[config.mk]
export PLATFORM = sky130hd
export DESIGN_NAME = bresen_circle_flat
export DESIGN_NICKNAME = d
export VERILOG_FILES = /design/src/rtl/gpu_pkg.sv /design/src/rtl/bresen_circle_if.sv /design/src/rtl/circle_addr_calc.sv /design/src/rtl/bresen_circle.sv /design/src/flat_wrapper.sv
export SDC_FILE = /design/constraint.sdc
export NUM_CORES = 1
export LEC_CHECK = 0
export BUFFER_PORTS_ARGS = -buffer_cell sky130_fd_sc_hd__buf_2
export CAP_MARGIN = 10
export CORE_ASPECT_RATIO = 1.1
export CORE_UTILIZATION = 50
export CTS_CLUSTER_DIAMETER = 50
export CTS_CLUSTER_SIZE = 14
export DETAILED_ROUTE_END_ITERATION = 10
export PLACE_DENSITY = 0.69
export SLEW_MARGIN = 20
export SYNTH_ARGS = -nofsm -noshare
export SYNTH_HDL_FRONTEND = slang
export SYNTH_HIERARCHICAL = 1
export SYNTH_SLANG_ARGS = --single-unit
[constraint.sdc]
create_clock -name clk -period 5.65 [get_ports clk]
set_clock_uncertainty 0.2 [all_clocks]
set_input_delay 1.13 -clock clk [delete_from_list [all_inputs] [get_ports clk]]
set_output_delay 1.13 -clock clk [all_outputs]
set_load 0.05 [all_outputs]
[src/rtl/gpu_pkg.sv]
// Shared constants and types for the 2D primitive pipeline: screen geometry,
// the positions field layout and the circle rasteriser state encoding.
package gpu_pkg;

  localparam int unsigned SCREEN_W = 640;
  localparam int unsigned SCREEN_H = 480;

  localparam int unsigned PosW     = 38;
  localparam int unsigned PosCxLsb = 28;
  localparam int unsigned PosCyLsb = 19;
  localparam int unsigned PosRLsb  = 9;
  localparam int unsigned CxW      = 10;
  localparam int unsigned CyW      = 9;
  localparam int unsigned RW       = 10;

  localparam int unsigned AddrW  = 19;
  localparam int unsigned CoordW = 12;
  localparam int unsigned DecW   = 14;

  typedef logic signed [CoordW-1:0] coord_t;
  typedef logic signed [DecW-1:0]   dec_t;

  typedef enum logic [2:0] {
    StIdle,
    StInit,
    StPlot,
    StUpdate,
    StDone
  } state_e;

endpackage

[src/rtl/bresen_circle_if.sv]
// Command/result bundle between the primitive dispatcher and the circle rasteriser.
interface bresen_circle_if;
  import gpu_pkg::*;

  logic [PosW-1:0]  positions;
  logic             primSelect;
  logic             stop;
  logic [AddrW-1:0] address;
  logic             circleDone;

  modport master (
    output positions, primSelect, stop,
    input  address, circleDone
  );

  modport slave (
    input  positions, primSelect, stop,
    output address, circleDone
  );

endinterface

[src/rtl/circle_addr_calc.sv]
// Clips a signed screen coordinate and converts it to a linear framebuffer address.
module circle_addr_calc
  import gpu_pkg::*;
(
  input  coord_t            px_i,
  input  coord_t            py_i,
  output logic              on_screen_o,
  output logic [AddrW-1:0]  addr_o
);

  always_comb begin
    on_screen_o = (px_i >= coord_t'(0)) && (px_i < coord_t'(SCREEN_W)) &&
                  (py_i >= coord_t'(0)) && (py_i < coord_t'(SCREEN_H));
    // Only meaningful when on_screen_o is set; low bits suffice for in-range points.
    addr_o = AddrW'(py_i[8:0]) * AddrW'(SCREEN_W) + AddrW'(px_i[9:0]);
  end

endmodule

[src/rtl/bresen_circle.sv]
// Midpoint circle rasteriser: walks one octant and emits the eight mirrored
// points one per clock as framebuffer addresses, skipping off-screen ones.
module bresen_circle
  import gpu_pkg::*;
(
  input  logic            clk,
  input  logic            n_rst,
  bresen_circle_if.slave  bus
);

  state_e           state_q, state_d;
  coord_t           cx_q, cx_d, cy_q, cy_d, r_q, r_d;
  coord_t           x_q, x_d, y_q, y_d;
  dec_t             d_q, d_d;
  logic [2:0]       oct_q, oct_d;
  logic [AddrW-1:0] addr_q, addr_d;

  coord_t           px, py, x_inc;
  logic             on_screen;
  logic [AddrW-1:0] calc_addr;
  logic             unused_pos;

  assign unused_pos = ^bus.positions[PosRLsb-1:0];

  circle_addr_calc u_addr_calc (
    .px_i        (px),
    .py_i        (py),
    .on_screen_o (on_screen),
    .addr_o      (calc_addr)
  );

  // Octant mirror selection.
  always_comb begin
    px = cx_q;
    py = cy_q;
    unique case (oct_q)
      3'd0: begin px = cx_q + x_q; py = cy_q + y_q; end
      3'd1: begin px = cx_q - x_q; py = cy_q + y_q; end
      3'd2: begin px = cx_q + x_q; py = cy_q - y_q; end
      3'd3: begin px = cx_q - x_q; py = cy_q - y_q; end
      3'd4: begin px = cx_q + y_q; py = cy_q + x_q; end
      3'd5: begin px = cx_q - y_q; py = cy_q + x_q; end
      3'd6: begin px = cx_q + y_q; py = cy_q - x_q; end
      3'd7: begin px = cx_q - y_q; py = cy_q - x_q; end
    endcase
  end

  always_comb begin
    state_d = state_q;
    cx_d    = cx_q;
    cy_d    = cy_q;
    r_d     = r_q;
    x_d     = x_q;
    y_d     = y_q;
    d_d     = d_q;
    oct_d   = oct_q;
    addr_d  = addr_q;
    x_inc   = x_q + coord_t'(1);

    if (!bus.stop) begin
      unique case (state_q)
        StIdle: begin
          if (bus.primSelect) begin
            cx_d    = coord_t'(bus.positions[PosCxLsb +: CxW]);
            cy_d    = coord_t'(bus.positions[PosCyLsb +: CyW]);
            r_d     = coord_t'(bus.positions[PosRLsb +: RW]);
            state_d = StInit;
          end
        end
        StInit: begin
          x_d     = coord_t'(0);
          y_d     = r_q;
          d_d     = dec_t'(3) - (dec_t'(r_q) <<< 1);
          oct_d   = 3'd0;
          state_d = StPlot;
        end
        StPlot: begin
          if (on_screen) begin
            addr_d = calc_addr;
          end
          oct_d = oct_q + 3'd1;
          if (oct_q == 3'd7) begin
            state_d = StUpdate;
          end
        end
        StUpdate: begin
          if (d_q < dec_t'(0)) begin
            d_d = d_q + (dec_t'(x_q) <<< 2) + dec_t'(6);
          end else begin
            d_d = d_q + (dec_t'(x_q - y_q) <<< 2) + dec_t'(10);
            y_d = y_q - coord_t'(1);
          end
          x_d   = x_inc;
          oct_d = 3'd0;
          state_d = (x_inc > y_d) ? StDone : StPlot;
        end
        StDone: begin
          state_d = StIdle;
        end
        default: begin
          state_d = StIdle;
        end
      endcase
    end
  end

  always_ff @(posedge clk or negedge n_rst) begin
    if (!n_rst) begin
      state_q <= StIdle;
      cx_q    <= '0;
      cy_q    <= '0;
      r_q     <= '0;
      x_q     <= '0;
      y_q     <= '0;
      d_q     <= '0;
      oct_q   <= '0;
      addr_q  <= '0;
    end else begin
      state_q <= state_d;
      cx_q    <= cx_d;
      cy_q    <= cy_d;
      r_q     <= r_d;
      x_q     <= x_d;
      y_q     <= y_d;
      d_q     <= d_d;
      oct_q   <= oct_d;
      addr_q  <= addr_d;
    end
  end

  assign bus.address    = addr_q;
  assign bus.circleDone = (state_q == StDone);

endmodule

[src/flat_wrapper.sv]
// flat-port wrapper written by rule: the top's interface ports become plain ports
module bresen_circle_flat import gpu_pkg::*;
  (clk, n_rst, bus_positions, bus_primSelect, bus_stop, bus_address, bus_circleDone);
  bresen_circle_if bus_i ();
  input  logic clk;
  input  logic n_rst;
  input wire logic [$bits(bus_i.positions)-1:0] bus_positions;
  input wire logic [$bits(bus_i.primSelect)-1:0] bus_primSelect;
  input wire logic [$bits(bus_i.stop)-1:0] bus_stop;
  output wire logic [$bits(bus_i.address)-1:0] bus_address;
  output wire logic [$bits(bus_i.circleDone)-1:0] bus_circleDone;
  assign bus_i.positions = bus_positions;
  assign bus_i.primSelect = bus_primSelect;
  assign bus_i.stop = bus_stop;
  assign bus_address = bus_i.address;
  assign bus_circleDone = bus_i.circleDone;
  bresen_circle u_core (.clk(clk), .n_rst(n_rst), .bus(bus_i));
endmodule
==> results.md <==
- Vias in the first global route: 8,316
- Crit-path leading delay family: compound AO/OA/AOI/OAI gates
- Initial antenna violation count: 0
- Highest Clock Rate: 0.170 GHz
- WP data required: 5700 ps
- Final HPWL DP: 19.0 mm
- Worst R2R Start: u_core/oct_q[0]
- Relative slew slack: 32.2%
- Clk sinks: 91
- Max Transition Viols Final: 0
- Compound-gate portion of the synthesized area: 23.1%
- TritonCTS buffer count: 9
- Warnings from Yosys: 6
- Port Buffers: 52
- Critical Path Start: u_core/oct_q[0]
- Area Growth Syn to Fin: 20.7%
- Reg area: 2280 µm²
- Top_reg_cell synth: dfrtp_1
- Via count: 8,695
- DR iter-0 viols: 507
- Final Setup Violations: 3
- Main combinational cell family by area after synthesis: compound AO/OA/AOI/OAI gates
- Largest net degree at the start of global routing: 57
- DRC: 0
- Hold_ws: 302 ps
- N_diodes: 0
- Fin crit period: 5890 ps
- Syn Nets: 1,258
- Routability Congestion: 0.925
- CTS tree: done
- Util after Layout: 61.5%
- Worst Reg-to-Reg Cells: 25
- Die W: 132 µm
- Arr. time, crit path: 5940 ps
- Max cap viols: 0
- RSZ-0062 raised after global routing: yes
- Via density: 5.94
- Starting Density: 51.0%
- Post-Syn Area: 9350 µm²
- # rows: 52
- H-tree Lvls: 3
- Die footprint: 19,300 µm²
- Routed WL per cell: 17.4 µm
- Ratio of cells with drive above 1 in the final layout: 27.0%
- Synth Instances: 1,086
- XOR/XNOR Fraction of Synth Area: 8.23%
- Synthesized area per cell: 8.61 µm²
- Place WS: -252 ps
- Crit end category: register
- IO Count: 62
- Hold path cells: 1
- CP max FO: 6
- Post-DP Area: 10,500 µm²
- WL final: 25.5 mm
- Kind of start point of the critical path: register
- Count of cell types in the netlist: 76
- Critical Path Stages: 25
- Die height: 145 µm
- Antenna viol nets, final: 0
- Synth Area in Adders: 18.0%
- Root Driver: clkbuf_16
- Core ar.: 18,300 µm²
- Clk buf depth: 2
- Fill cell count: 1,626
- Post-Synth Simple-Gate Area: 15.0%
- Clk_lat worst skew: 360 ps
- Fin nets: 1,389
- Max incr delay on CP: 460 ps
- Clock-pin slew on the worst setup and hold paths: 70 ps
- CP Buf/Inv Count: 2
- Async SR Flop Fraction: 100%
- Final hold viol count: 0
- Number of synthesized register bits: 91
- Worst Min Path Start: u_core/bus.address[0]
- CP most frequent cell: ha_4
- Post-route cell area: 11,300 µm²
- Register area share after synthesis: 24.4%
- EDFF count, synth: 0
- Worst Hold Class: reg2reg
- Area occupied by multi-input gates: 6970 µm²
- Crit Path Class: reg2reg
- Gr ovfl total: 0
- Worst-Margin Slew: 1010 ps
- First-pass GRT wire length: 40.9 mm
- Final period utilization: 104%
- Mux share of post-synthesis cell area: 6.34%
- Failing checks: setup timing
- GR Util All Layers: 26.5%
- Status: complete, but fails checks
- Final Worst Setup Slack: -238 ps
- CP max stage cell: dfrtp_2
- Number of detailed-route iterations in the first pass: 7
[cells in the mapped netlist (10+ instances only)]
library cell,count,area [µm²]
nor2_1,75,282
nor3_1,27,135
xor2_1,32,280
nand2_1,81,304
inv_1,54,203
and3_1,10,62.6
nor2b_1,13,81.3
mux2_2,50,563
a221oi_1,10,87.6
nand3_1,19,95.1
a21o_1,23,173
a211oi_1,15,113
o21a_1,24,180
clkbuf_1,40,150
a21oi_1,71,355
o21ai_0,88,440
ha_1,123,1540
dfrtp_1,91,2280
xnor2_1,54,473
[through the flow]
stage / TNS [ps] / std cells
6_report: -596 / 1465
5_1_grt: -1620 / 1465
4_1_cts: -267 / 1454
3_5_place_dp: -592 / 1426
3_3_place_gp: -447 / 1426
2_1_floorplan: -5.29 / 1086
[placed cells by master (no fill, tap or decap), drive strengths merged, types with 19 or more instances in the layout]
master / instances
a211oi: 19
xor2: 32
dfrtp: 91
nor2: 76
nand2: 82
nor3: 29
buf: 178
inv: 55
xnor2: 55
mux2: 50
o21ai: 94
nand3: 19
o21a: 24
a21o: 23
ha: 123
a21oi: 73
[sequential cells by signal (all words and copies together), names as in the netlist]
register	count
u_core/d_q	13
u_core/cy_q	9
u_core/oct_q	3
u_core/cx_q	10
u_core/x_q	12
u_core/state_q	3
u_core/r_q	10
u_core/y_q	12
u_core/bus.address	19
[cell families after synthesis]
logic type / count (synthesis)
compound gates: 328
xor+xnor: 87
fa+ha+maj: 130
buf+inv: 113
flops: 91
mux: 53
simple gates: 284
[final timing paths]
kind | end | slack (ps)
setup / recovery | u_core/bus.address[18] | -240
hold / removal | u_core/bus.address[0] | 300
setup reg to reg | u_core/bus.address[18] | -240
hold reg to reg | u_core/bus.address[0] | 300
max in group asynchronous | u_core/oct_q[0] | 3550
min in group asynchronous | u_core/cy_q[6] | 520
[metal layers]
layer	global-route usage [%]	up-vias	routed length [µm]
li1	-	4220	-
met1	34.3	4174	11100
met2	45.1	244	12500
met3	4.04	57	1190
met4	9.08	0	688
met5	0	-	0
[area by class of cell]
class | instances | share of cell area, %
multi-input cells | 882 | 61.7
well taps | 243 | 2.69
clock buffers | 11 | 2.24
repair buffers | 178 | 10.9
inverters | 55 | 1.84
clock inverters | 5 | 0.322
flip-flops and latches | 91 | 20.2
[timing repair]
item | 4_1_cts | 5_1_grt
gates resized for setup | 36 | 37
pin swaps | 11 | 22
buffers inserted | 12 | 12
setup endpoints to repair | 19 | 19
hold buffers | 0 | 0
Power is not shown: default switching activity piles up to over one toggle a cycle in this logic, so the estimate is an artifact.
